--- src/rtl/fetch_unit.sv ---
// Instruction fetch: program counter, one outstanding imem request, DEPTH-entry prefetch queue.
// Optional macro FETCH_BYPASS_EN: a response arriving at an empty queue drives Instr in the same cycle.
module fetch_unit #(
  parameter int              ADDR_W   = 16,
  parameter int              DEPTH    = 2,
  parameter logic [ADDR_W-1:0] RESET_PC = '0
) (
  input  logic              clk,
  input  logic              reset,
  output logic              imem_req,
  output logic [ADDR_W-1:0] imem_addr,
  input  logic              imem_gnt,
  input  logic              imem_rvalid,
  input  logic [15:0]       imem_rdata,
  output logic [15:0]       Instr,
  output logic              instr_valid,
  output logic [ADDR_W-1:0] instr_pc,
  input  logic              instr_ready,
  input  logic              PCSrc,
  input  logic [ADDR_W-1:0] branch_target
);

  localparam int PTR_W = (DEPTH > 1) ? $clog2(DEPTH) : 1;
  localparam int CNT_W = PTR_W + 1;

  typedef enum logic [1:0] {IDLE, WAIT, DROP} state_t;

  state_t            state_q, state_d;
  logic [ADDR_W-1:0] fpc_q, fpc_d;
  logic [ADDR_W-1:0] req_pc_q;
  logic [15:0]       data_q [DEPTH];
  logic [ADDR_W-1:0] pc_q   [DEPTH];
  logic [PTR_W-1:0]  rd_ptr_q, wr_ptr_q;
  logic [CNT_W-1:0]  cnt_q, cnt_d;

  logic q_empty, rsp, grant, push, pop, byp_valid, byp_take;

  assign q_empty = (cnt_q == '0);
  // A response in the redirect cycle is stale and never reaches the queue or the bypass.
  assign rsp     = (state_q == WAIT) && imem_rvalid && !PCSrc;

`ifdef FETCH_BYPASS_EN
  assign byp_valid = rsp && q_empty;
`else
  assign byp_valid = 1'b0;
`endif

  assign byp_take  = byp_valid && instr_ready;
  assign push      = rsp && !byp_take;
  assign pop       = !q_empty && instr_ready && !PCSrc;
  assign grant     = imem_req && imem_gnt;
  assign imem_addr = fpc_q;

  always_comb begin
    cnt_d = cnt_q + CNT_W'(push) - CNT_W'(pop);
    if (PCSrc) cnt_d = '0;
  end

  always_comb begin
    fpc_d = fpc_q;
    if (PCSrc)      fpc_d = branch_target & ~ADDR_W'(1);
    else if (grant) fpc_d = fpc_q + ADDR_W'(2);
  end

  always_ff @(posedge clk or negedge reset) begin
    if (!reset) state_q <= IDLE;
    else        state_q <= state_d;
  end

  always_comb begin
    state_d = state_q;
    unique case (state_q)
      IDLE: if (grant) state_d = WAIT;
      WAIT: begin
        if (PCSrc)            state_d = imem_rvalid ? IDLE : DROP;
        else if (imem_rvalid) state_d = grant ? WAIT : IDLE;
      end
      DROP: if (imem_rvalid) state_d = IDLE;
      default: state_d = IDLE;
    endcase
  end

  // Request gated by reset so the port reads 0 while reset is held.
  always_comb begin
    imem_req    = reset && !PCSrc &&
                  ((state_q == IDLE) || ((state_q == WAIT) && imem_rvalid)) &&
                  (cnt_d < CNT_W'(DEPTH));
    instr_valid = !q_empty || byp_valid;
    Instr       = data_q[rd_ptr_q];
    instr_pc    = pc_q[rd_ptr_q];
    if (byp_valid) begin
      Instr    = imem_rdata;
      instr_pc = req_pc_q;
    end
  end

  always_ff @(posedge clk or negedge reset) begin
    if (!reset) begin
      fpc_q    <= RESET_PC;
      req_pc_q <= RESET_PC;
      rd_ptr_q <= '0;
      wr_ptr_q <= '0;
      cnt_q    <= '0;
      for (int i = 0; i < DEPTH; i++) begin
        data_q[i] <= '0;
        pc_q[i]   <= RESET_PC;
      end
    end else begin
      fpc_q <= fpc_d;
      cnt_q <= cnt_d;
      if (grant) req_pc_q <= fpc_q;
      if (PCSrc) begin
        rd_ptr_q <= '0;
        wr_ptr_q <= '0;
      end else begin
        if (push) begin
          data_q[wr_ptr_q] <= imem_rdata;
          pc_q[wr_ptr_q]   <= req_pc_q;
          wr_ptr_q         <= wr_ptr_q + PTR_W'(1);
        end
        if (pop) rd_ptr_q <= rd_ptr_q + PTR_W'(1);
      end
    end
  end

endmodule

--- config.mk ---
export PLATFORM = sky130hd
export DESIGN_NAME = fetch_unit
export DESIGN_NICKNAME = d
export VERILOG_FILES = /design/src/rtl/fetch_unit.sv
export SDC_FILE = /design/constraint.sdc
export NUM_CORES = 1
export LEC_CHECK = 0
export BUFFER_PORTS_ARGS = -buffer_cell sky130_fd_sc_hd__buf_2
export CAP_MARGIN = 20
export CORE_ASPECT_RATIO = 1.5
export CORE_MARGIN = 5
export CORE_UTILIZATION = 50
export CTS_BUF_LIST = sky130_fd_sc_hd__clkbuf_4 sky130_fd_sc_hd__clkbuf_8
export CTS_CLUSTER_DIAMETER = 100
export DETAILED_ROUTE_END_ITERATION = 16
export PLACE_DENSITY = 0.87
export SETUP_SLACK_MARGIN = 0.5
export SLEW_MARGIN = 20
export SYNTH_ARGS = -nofsm -noshare
export SYNTH_HDL_FRONTEND = slang
export SYNTH_SLANG_ARGS = --single-unit
--- constraint.sdc ---
create_clock -name clk -period 2.8 [get_ports clk]
set_input_delay 0.42 -clock clk [delete_from_list [all_inputs] [get_ports clk]]
set_output_delay 0.42 -clock clk [all_outputs]
set_load 0.01 [all_outputs]
==> results.py, run 1 <==
metrics = {
    "status": {
        "run_status": "complete, no violations",
    },
    "pwr": {
        "power_frac_seq_pct": 51.4,
        "power_density_nw_per_um2": 666.6,
        "static-leakage-power_nw": 2.690,
        "clock_power_share_pct": 22.6,
        "irDropWorstVdd_v": 0.0002865,
        "p_switching_mw": 1.076,
        "cell_internal_pwr_mw": 2.589,
        "combPwrFrac_pct": 26.0,
        "net_sw_share_pct": 29.35,
    },
    "synth": {
        "synth_compound_gate_area_share_pct": 5.675,
        "synth.mux.area_fraction_pct": 27.68,
        "number_of_cells_produced_by_synthesis": 334,
        "synthesis_warning_total": 0,
        "synth_top_family_by_area": "multiplexers",
        "register_area_share_after_synthesis_pct": 54.79,
        "post_syn_area_per_cell_um2": 13.40,
        "cell_taking_the_most_area_after_synthesis": "dfrtp_1",
        "post_synth_instance_area_um2": 4476,
        "asyncSetResetFlopFracSynth_pct": 100.0,
        "post-synth-top-area-fraction_pct": 54.79,
        "synth_common_cells": "110 x mux2_2, 98 x dfrtp_1, 15 x nand2_1",
        "yosys.area_share.simple_pct": 6.961,
        "yosys.cell_count.top_type": "mux2_2",
        "synth-edff-count": 0,
        "synthFlopType": "dfrtp_1",
        "synth_seq_cells": 98,
        "synthXorXnorAreaFrac_pct": 1.118,
        "netlist-cell-type-count": 35,
        "synth_adder_area_share_pct": 0.8387,
        "synthTopCellsByArea": "dfrtp_1 55%, mux2_2 28%, a221o_1 2.0%",
    },
    "global_routing": {
        "grt_pass1_wl_mm": 15.92,
        "gr-usage-met3_pct": 4.706,
        "grt_most_used_layer": "met2",
        "met1_usage_grt_pct": 20.98,
        "grt_pass1_vias": 3323,
        "total_global_routing_overflow": 0,
        "initial_antenna_violation_count": 0,
        "maximum_number_of_pins_on_one_net_before_global_route_repair": 58,
        "groute.layer.met2.usage_pct": 32.02,
        "grt_util_all_layers_pct": 18.54,
    },
    "critical_path": {
        "crit_arrival_ps": 3000,
        "timing.reg2reg.worst_path_depth": 12,
        "path_max_fanout": 7,
        "timing.critical_path.to": "imem_addr[12]",
        "startpoint": "cnt_q[0]",
        "worst-setup-path-type": "flip-flop to flip-flop",
        "crit_start_category": "flip-flop",
        "r2r-start": "cnt_q[0]",
        "worst_r2r_endpoint": "imem_addr[12]",
        "endpoint_kind_of_the_worst_setup_timing_path": "flip-flop",
        "crit_required_ps": 3060,
        "r2r_slack_ps": 60,
    },
    "clock_network": {
        "cts.clk_slew.worst_paths_ps": 90,
        "root_buffer": "clkbuf_8",
        "worstSkewPairLatency_ps": 370,
        "cts_tree": "yes",
        "clock_buffers_created_by_tritoncts": 9,
        "clock-sinks": 98,
        "clock_path_buffers": 2,
        "cts_htree_levels": 3,
    },
    "finish": {
        "layout.core_utilization_pct": 62.65,
        "layout_overhead_on_the_synthesized_area_pct": 22.84,
        "drive_gt1_share_pct": 58.37,
        "net_count_final": 478,
        "num_antenna_cells": 0,
    },
    "die": {
        "starting_density_of_the_core_pct": 51.00,
        "die-height_um": 125.9,
        "io_pins": 88,
        "rows": 42,
        "die_x_um": 87.25,
        "core_area_um2": 8776,
        "design.die.area_um2": 10980,
    },
    "sta": {
        "fin_worst_skew_ps": 9.657,
        "highest_achievable_clock_rate_mhz": 364.9,
        "finalMaxSlewViolations": 0,
        "slew_headroom_pct": 52.53,
        "finalSetupTns_ps": 0,
        "layout_worst_path_cycle_share_pct": 97.86,
        "finalSetupViolCount": 0,
        "worst_pin_slew_ps": 712.0,
        "grt_setup_unrepaired": "yes",
        "hold_viol": 0,
        "final.setup.worst_slack_ps": 59.84,
        "fin_crit_ps": 2740,
    },
    "flow_run": {
        "max_cap_violations": 0,
    },
    "route": {
        "via_count": 3045,
        "avgViaCountPerCell": 5.516,
        "dr.first_iter.drc_count": 154,
        "routedWlPerCell_um": 17.82,
        "drc": 0,
        "wl_mm": 9.835,
        "detailedRoute.firstPassIterationCount": 4,
        "postRouteAntennaNets": 0,
    },
    "placement": {
        "placement.setup.worst_slack_ps": 123.1,
        "finalWeightedCongestion": 0.7981,
        "port-buffer-count": 84,
        "place_hpwl_mm": 6.766,
    },
    "hold_path": {
        "min_path_type": "input pin to asynchronous set/reset pin",
    },
}
==> layout make-up <==
| type | count | area, um2 |
|---|---|---|
| clock buffer | 11 | 145.1 |
| clock inverter | 5 | 30.03 |
| fill | 653 | 3278 |
| inverter | 7 | 28.78 |
| multi-input combinational | 210 | 1993 |
| sequential | 98 | 2454 |
| tap | 110 | 137.6 |
| timing repair buffer | 111 | 709.4 |
==> cells by family after synthesis <==
group	count (synthesis)
compound gates	34
xor+xnor	4
fa+ha+maj	3
buf+inv	27
flops	98
mux	110
other cells	1
simple gates	57
==> cells in the final DEF (no fill, tap or decap), types with 2 or more instances in the layout <==
master and count:
dfrtp_1 97, a221o_1 9, ha_1 2, o31ai_2 3
o31ai_1 2, and3_1 3, a21o_1 4, nor2_1 5
inv_1 6, buf_4 20, o21ai_1 6, or4_1 4
conb_1 2, clkinvlp_4 2, nor3b_2 4, clkbuf_8 10
nand2_1 14, mux2_2 110, xor2_1 3, clkinv_2 3
o21ai_0 6, nor3_1 5, buf_12 3, buf_2 84
nor3b_1 2, nor2b_1 3, nand4_1 3, nand3_1 4
==> worst min-delay path by stage <==
stage                     slack, ps      start           end  cells past startpoint
after global placement          480  data_q[1]     data_q[1]                      1
after global routing            170      reset  req_pc_q[14]                      2
final                           130      reset      pc_q[30]                      2
after detailed placement        490    pc_q[4]       pc_q[4]                      1
after floorplan                 120      reset      cnt_q[0]                      0
after CTS                       130      reset      pc_q[30]                      2
==> per-layer routing <==
layer / vias up / routed length [um]
li1: 1419 / -
met1: 1521 / 3840
met2: 81 / 5262
met3: 24 / 436
met4: 0 / 295
met5: - / 0
==> power by group through the flow <==
stage          Clock (mW)  Sequential [mW]  Combinational, mW
6_report            0.828             1.88              0.952
5_1_grt             0.909             1.92               1.04
4_1_cts             0.854             1.88              0.959
3_5_place_dp            0             1.91              0.925
3_3_place_gp            0             1.88              0.896
2_1_floorplan           0             1.85              0.596
==> through the flow <==
step | cells | total power [mW] | area [um2] | hold WS (ps)
5_1_grt | 552 | 3.869 | 5498 | 172.0
4_1_cts | 549 | 3.698 | 5444 | 131.2
6_report | 552 | 3.665 | 5498 | 134.3
3_3_place_gp | 523 | 2.776 | 5066 | 480.9
3_5_place_dp | 523 | 2.837 | 5066 | 491.6
2_1_floorplan | 335 | 2.450 | 4529 | 124.4
==> critical path: stages (launching register included) <==
cell and delay [ps]:
dfrtp_1 390, or2_4 270, nand2_4 60, nor2_2 30, ha_1 260, inv_1 60
ha_2 150, xor3_1 240, buf_4 160, a211o_4 400, buf_8 160, mux2_2 260
a21o_1 180
==> registers in the layout, indices dropped and copies added (netlist names) <==
register   cells
cnt_q          2
data_q        32
imem_addr     15
pc_q          30
rd_ptr_q       1
req_pc_q      15
state_q        2
wr_ptr_q       1
==> what timing repair did <==
item / 4_1_cts / 5_1_grt
cloned: 1 / 2
setup endpoints to repair: 42 / 32
resized for setup: 28 / 4
pin swaps: 8 / 2
setup buffers: 9 / 1
hold buffers: 0 / 0
Note: power is estimated with default switching activity, not from simulation.
==> run 2: changes to the inputs <==
- CORE_MARGIN: 5 -> 10
==> run 2 against run 1 <==
Effect of this change: the flow now finishes with violations (negative setup slack); sequential cell count is the same; clock power grew 10%; combinational power grew 4.9%; clock skew is essentially flat; sequential power is essentially flat; design area grew 3.9%; die area grew 20%; utilization grew 2.4 points; register-to-register slack lost 250 ps.
==> results.py, run 2 (synthesis results as in run 1) <==
metrics = {
    "clock_network": {
        "clock_path_buffers": 2,
        "root_buffer": "clkbuf_8",
        "cts_tree": "yes",
        "clock_buffers_created_by_tritoncts": 9,
        "cts_htree_levels": 3,
        "clock-sinks": 98,
        "cts.clk_slew.worst_paths_ps": 100,
        "worstSkewPairLatency_ps": 380,
    },
    "pwr": {
        "power_density_nw_per_um2": 667.1,
        "static-leakage-power_nw": 2.784,
        "irDropWorstVdd_v": 0.0003592,
    },
    "placement": {
        "finalWeightedCongestion": 0.7888,
        "port-buffer-count": 84,
        "place_hpwl_mm": 7.487,
        "post-place-cells": 527,
        "placement.setup.worst_slack_ps": -33.55,
    },
    "route": {
        "wl_mm": 11.44,
        "avgViaCountPerCell": 5.695,
        "drc": 0,
        "routedWlPerCell_um": 20.54,
        "detailedRoute.firstPassIterationCount": 4,
        "dr.first_iter.drc_count": 132,
        "postRouteAntennaNets": 0,
        "via_count": 3172,
    },
    "sta": {
        "fin_worst_skew_ps": 10.04,
        "fin_crit_ps": 3014,
        "finalSetupTns_ps": -3077,
        "slew_headroom_pct": 46.03,
        "finalSetupViolCount": 26,
        "hold_viol": 0,
        "highest_achievable_clock_rate_mhz": 331.8,
        "finalMaxSlewViolations": 0,
        "layout_worst_path_cycle_share_pct": 107.6,
        "grt_setup_unrepaired": "yes",
        "worst_pin_slew_ps": 809.6,
        "final.setup.worst_slack_ps": -213.7,
    },
    "finish": {
        "net_count_final": 483,
        "final_cell_count_no_fill": 557,
        "top_regs": "data_q x32, pc_q x30",
        "layout_common_cells": "108 x mux2_2, 97 x dfrtp_1, 83 x buf_2",
        "most_frequent_standard_cell_in_the_layout_excluding_fill_and_tap_cells": "mux2_2",
        "num_antenna_cells": 0,
        "flip_flop_count_of_the_largest_register_after_layout": 32,
        "layout_overhead_on_the_synthesized_area_pct": 27.62,
        "drive_gt1_share_pct": 61.97,
        "regMostFlops": "data_q",
        "num-fill-cells": 651,
    },
    "critical_path": {
        "crit_required_ps": 2380,
        "worst_r2r_endpoint": "imem_addr[7]",
        "crit_chain": "nor2b_4, nand3_2, ha_4, inv_2, ha_4, xor3_1, buf_4, and2_4, nor3_4, buf_2",
        "crit_path_frequent_cell": "ha_4",
        "critical_path.slowest_cell": "dfrtp_1",
        "path_max_fanout": 4,
        "endpoint_kind_of_the_worst_setup_timing_path": "primary output",
        "r2r-start": "state_q[0]",
        "crit_arrival_ps": 2590,
        "r2r_slack_ps": -190,
        "crit_start_category": "flip-flop",
        "crit_path_max_incr_delay_ps": 450,
        "worst-setup-path-type": "flip-flop to primary output",
        "timing.reg2reg.worst_path_depth": 11,
    },
    "status": {
        "run_status": "finished, violations left",
        "failed_checks": "negative setup slack",
    },
    "hold_path": {
        "min_path_type": "input pin to asynchronous set/reset pin",
    },
    "die": {
        "io_pins": 88,
        "design.die.area_um2": 13210,
        "starting_density_of_the_core_pct": 51.00,
        "die-height_um": 135.9,
        "rows": 42,
        "core_area_um2": 8776,
        "die_x_um": 97.25,
    },
    "global_routing": {
        "grt_pass1_vias": 3433,
        "grt_pass1_wl_mm": 17.93,
        "total_global_routing_overflow": 0,
        "grt_util_all_layers_pct": 16.83,
        "initial_antenna_violation_count": 0,
        "maximum_number_of_pins_on_one_net_before_global_route_repair": 65,
    },
    "flow_run": {
        "max_cap_violations": 0,
    },
}
run 2: layout make-up:
class,instances,area [um2],share of cell area [%]
Clock buffer,9,123.9,2.169
Clock inverter,7,68.82,1.205
Inverter,7,28.78,0.5038
Multi-Input combinational cell,211,2135,37.37
Sequential cell,98,2454,42.96
Tap cell,110,137.6,2.410
Timing Repair Buffer,115,764.5,13.38
run 2: worst max-delay path, delay by kind of cell, from the launching register on:
family / cells / cell delay (ps)
simple gates: 4 / 610
flops: 1 / 450
fa+ha+maj: 2 / 440
xor+xnor: 1 / 370
buf+inv: 3 / 360
run 2: worst max-delay path by stage:
stage / startpoint / end / cells past startpoint
global route: state_q[0] / imem_req / 10
floorplan: PCSrc / imem_addr[12] / 11
global placement: PCSrc / imem_addr[8] / 11
CTS: cnt_q[1] / imem_req / 11
detailed placement: PCSrc / imem_addr[6] / 11
finish: state_q[0] / imem_req / 10
run 2: layer usage:
layer	wire, um	GRT usage, %
met5	0	0
met4	290	8.671
met3	500	4.116
met2	6278	30.37
met1	4373	17.83
run 2: power breakdown:
group / total [mW] / switching, mW / leakage (nW) / internal, mW
combinational: 0.999 / 0.445 / 1.42 / 0.555
sequential: 1.90 / 0.203 / 1.26 / 1.70
clock: 0.912 / 0.500 / 0.0954 / 0.411
run 2: what timing repair did:
item,CTS,global route
pin swaps,0,19
gates cloned,3,1
resized for setup,33,32
hold buffers,0,0
setup buffers,7,3
setup endpoints to repair,50,32
run 2: per-stage QoR:
stage                     area (um2)  hold slack [ps]  total power, mW  util [%]
after global routing            5712            157.4            4.011     65.08
after floorplan                 4529            124.4            2.450         -
after global placement          5096            477.8            2.795     58.07
final                           5712            123.5            3.810     65.08
after detailed placement        5096            487.6            2.859     58.07
after CTS                       5520            142.4            3.791     62.90
==> run 3: changes to the inputs <==
- CORE_MARGIN: 10 -> 2
- SKIP_CTS_REPAIR_TIMING: unset -> 1
==> run 3 against run 2 <==
Effect of this change: the flow still finishes with violations (negative setup slack); via count shrank 1.3%; fmax grew 5.2%; utilization shrank 0.70 points; critical path type unchanged; design area shrank 1.1%; sequential cell count is the same; final cell count shrank 0.72%; sequential share of layout area grew 0.44 points; count of clock-buffer cells in the layout grew 3; setup slack gained 150 ps; total power shrank 0.34%; highest routed layer unchanged; clock power grew 0.8%; global-route usage grew 3.5 points.
==> results.py, run 3 (synthesis results as in run 1) <==
metrics = {
    "status": {
        "run_status": "finished, violations left",
        "failed_checks": "negative setup slack",
    },
    "route": {
        "avgViaCountPerCell": 5.660,
        "wl_met3_um": 368,
        "postRouteAntennaNets": 0,
        "detailedRoute.firstPassIterationCount": 4,
        "topRoutingLayerUsed": "met4",
        "via_count": 3130,
        "route.met2.wl_mm": 5.531,
        "dr.first_iter.drc_count": 182,
        "drc": 0,
        "route.layer.met1.wl_mm": 4.042,
        "routedWlPerCell_um": 18.56,
        "wl_mm": 10.26,
    },
    "critical_path": {
        "worst-setup-path-type": "flip-flop to primary output",
        "crit_start_category": "flip-flop",
        "crit_arrival_ps": 2440,
        "path_max_fanout": 2,
        "r2r_slack_ps": 50,
        "timing.critical_path.max_delay_family": "simple AND/OR/NAND/NOR gates",
        "path_buf_inv": 3,
        "crit_chain": "or2_4, nand2_4, nor2_2, ha_1, inv_1, ha_2, xor3_1, buf_6, and2_4, nor3_4, buf_2",
        "crit_required_ps": 2380,
        "crit_path_max_incr_delay_ps": 390,
        "endpoint_kind_of_the_worst_setup_timing_path": "primary output",
        "critical_path.slowest_cell": "dfrtp_1",
    },
    "sta": {
        "worst_pin_slew_ps": 766.5,
        "fin_worst_skew_ps": 9.118,
        "layout_worst_path_cycle_share_pct": 102.3,
        "highest_achievable_clock_rate_mhz": 349.1,
        "final.setup.worst_slack_ps": -64.38,
        "grt_setup_unrepaired": "yes",
        "finalMaxSlewViolations": 0,
        "finalSetupTns_ps": -64.38,
        "hold_viol": 0,
        "slew_headroom_pct": 48.90,
        "fin_crit_ps": 2864,
        "finalSetupViolCount": 1,
    },
    "finish": {
        "final_cell_count_no_fill": 553,
        "layout_common_cells": "108 x mux2_2, 98 x dfrtp_1, 83 x buf_2",
        "flip_flop_count_of_the_largest_register_after_layout": 32,
        "regMostFlops": "data_q",
        "drive_gt1_share_pct": 60.05,
        "top_regs": "data_q x32, pc_q x30",
        "most_frequent_standard_cell_in_the_layout_excluding_fill_and_tap_cells": "mux2_2",
        "num_antenna_cells": 0,
        "net_count_final": 481,
        "layout_overhead_on_the_synthesized_area_pct": 26.25,
    },
    "die": {
        "die_x_um": 81.25,
        "core_area_um2": 8776,
        "starting_density_of_the_core_pct": 51.00,
        "die-height_um": 119.9,
        "design.die.area_um2": 9739,
        "io_pins": 88,
        "rows": 42,
    },
    "global_routing": {
        "grt_util_all_layers_pct": 20.31,
        "maximum_number_of_pins_on_one_net_before_global_route_repair": 63,
        "grt_pass1_vias": 3200,
        "initial_antenna_violation_count": 0,
        "grt_pass1_wl_mm": 15.02,
        "total_global_routing_overflow": 0,
    },
    "clock_network": {
        "clock_path_buffers": 2,
        "root_buffer": "clkbuf_8",
        "cts_tree": "yes",
        "clock_buffers_created_by_tritoncts": 9,
        "cts.clk_slew.worst_paths_ps": 90,
        "cts_htree_levels": 3,
        "worstSkewPairLatency_ps": 360,
        "clock-sinks": 98,
    },
    "flow_run": {
        "max_cap_violations": 0,
    },
    "placement": {
        "place_hpwl_mm": 6.619,
        "finalWeightedCongestion": 0.8058,
        "post-place-cells": 526,
        "port-buffer-count": 84,
    },
    "pwr": {
        "power_density_nw_per_um2": 672.0,
        "irDropWorstVdd_v": 0.0003019,
        "static-leakage-power_nw": 2.775,
    },
    "hold_path": {
        "min_path_type": "input pin to asynchronous set/reset pin",
    },
}
[run 3: per-stage QoR]
stage          hold slack, ps  total power [mW]  instance area [um2]  worst slack, ps  utilization, %
2_1_floorplan           124.4             2.450                 4529            377.4               -
3_3_place_gp            476.4             2.772                 5101            35.49           58.13
3_5_place_dp            490.4             2.841                 5101           -44.55           58.13
4_1_cts                 147.5             3.748                 5298           -145.3           60.37
5_1_grt                 169.5             3.988                 5650           -193.7           64.39
6_report                142.3             3.797                 5650           -64.38           64.39
[run 3: worst reg2reg max path, cell delays in order, from the launching register on]
cell and delay (ps):
dfrtp_1 390, or2_4 260, nand2_4 80, nor2_2 30, ha_1 260, inv_1 60
ha_2 160, xor3_1 250, buf_4 160, a211o_4 390, mux2_2 300, a221o_1 290
[run 3: where the power goes]
part           leakage, nW  switching (mW)  internal, mW
sequential            1.27           0.198          1.70
clock               0.0980           0.456         0.463
combinational         1.41           0.428         0.556
[run 3: layer usage]
metal  up-vias  GRT usage (%)
met2        96          35.69
met4         0          8.792
met3        27          4.135
met5         -              0
li1       1424              -
met1      1583          23.37
[run 3: final timing paths]
kind | start | to | cells past startpoint
setup / recovery | cnt_q[1] | imem_req | 11
hold / removal | reset | pc_q[7] | 2
setup reg to reg | cnt_q[1] | imem_addr[7] | 11
hold reg to reg | data_q[11] | data_q[11] | 1
max in group asynchronous | reset | data_q[6] | 3
min in group clk | branch_target[2] | imem_addr[2] | 3
[run 3: layout make-up]
| cell class | count | area (um2) |
|---|---|---|
| sequential | 98 | 2452 |
| clock inverter | 2 | 37.54 |
| tap | 110 | 137.6 |
| inverter | 7 | 28.78 |
| clock buffer | 12 | 158.9 |
| fill | 650 | 3126 |
| timing repair buffer | 114 | 763.2 |
| multi-input combinational | 210 | 2072 |
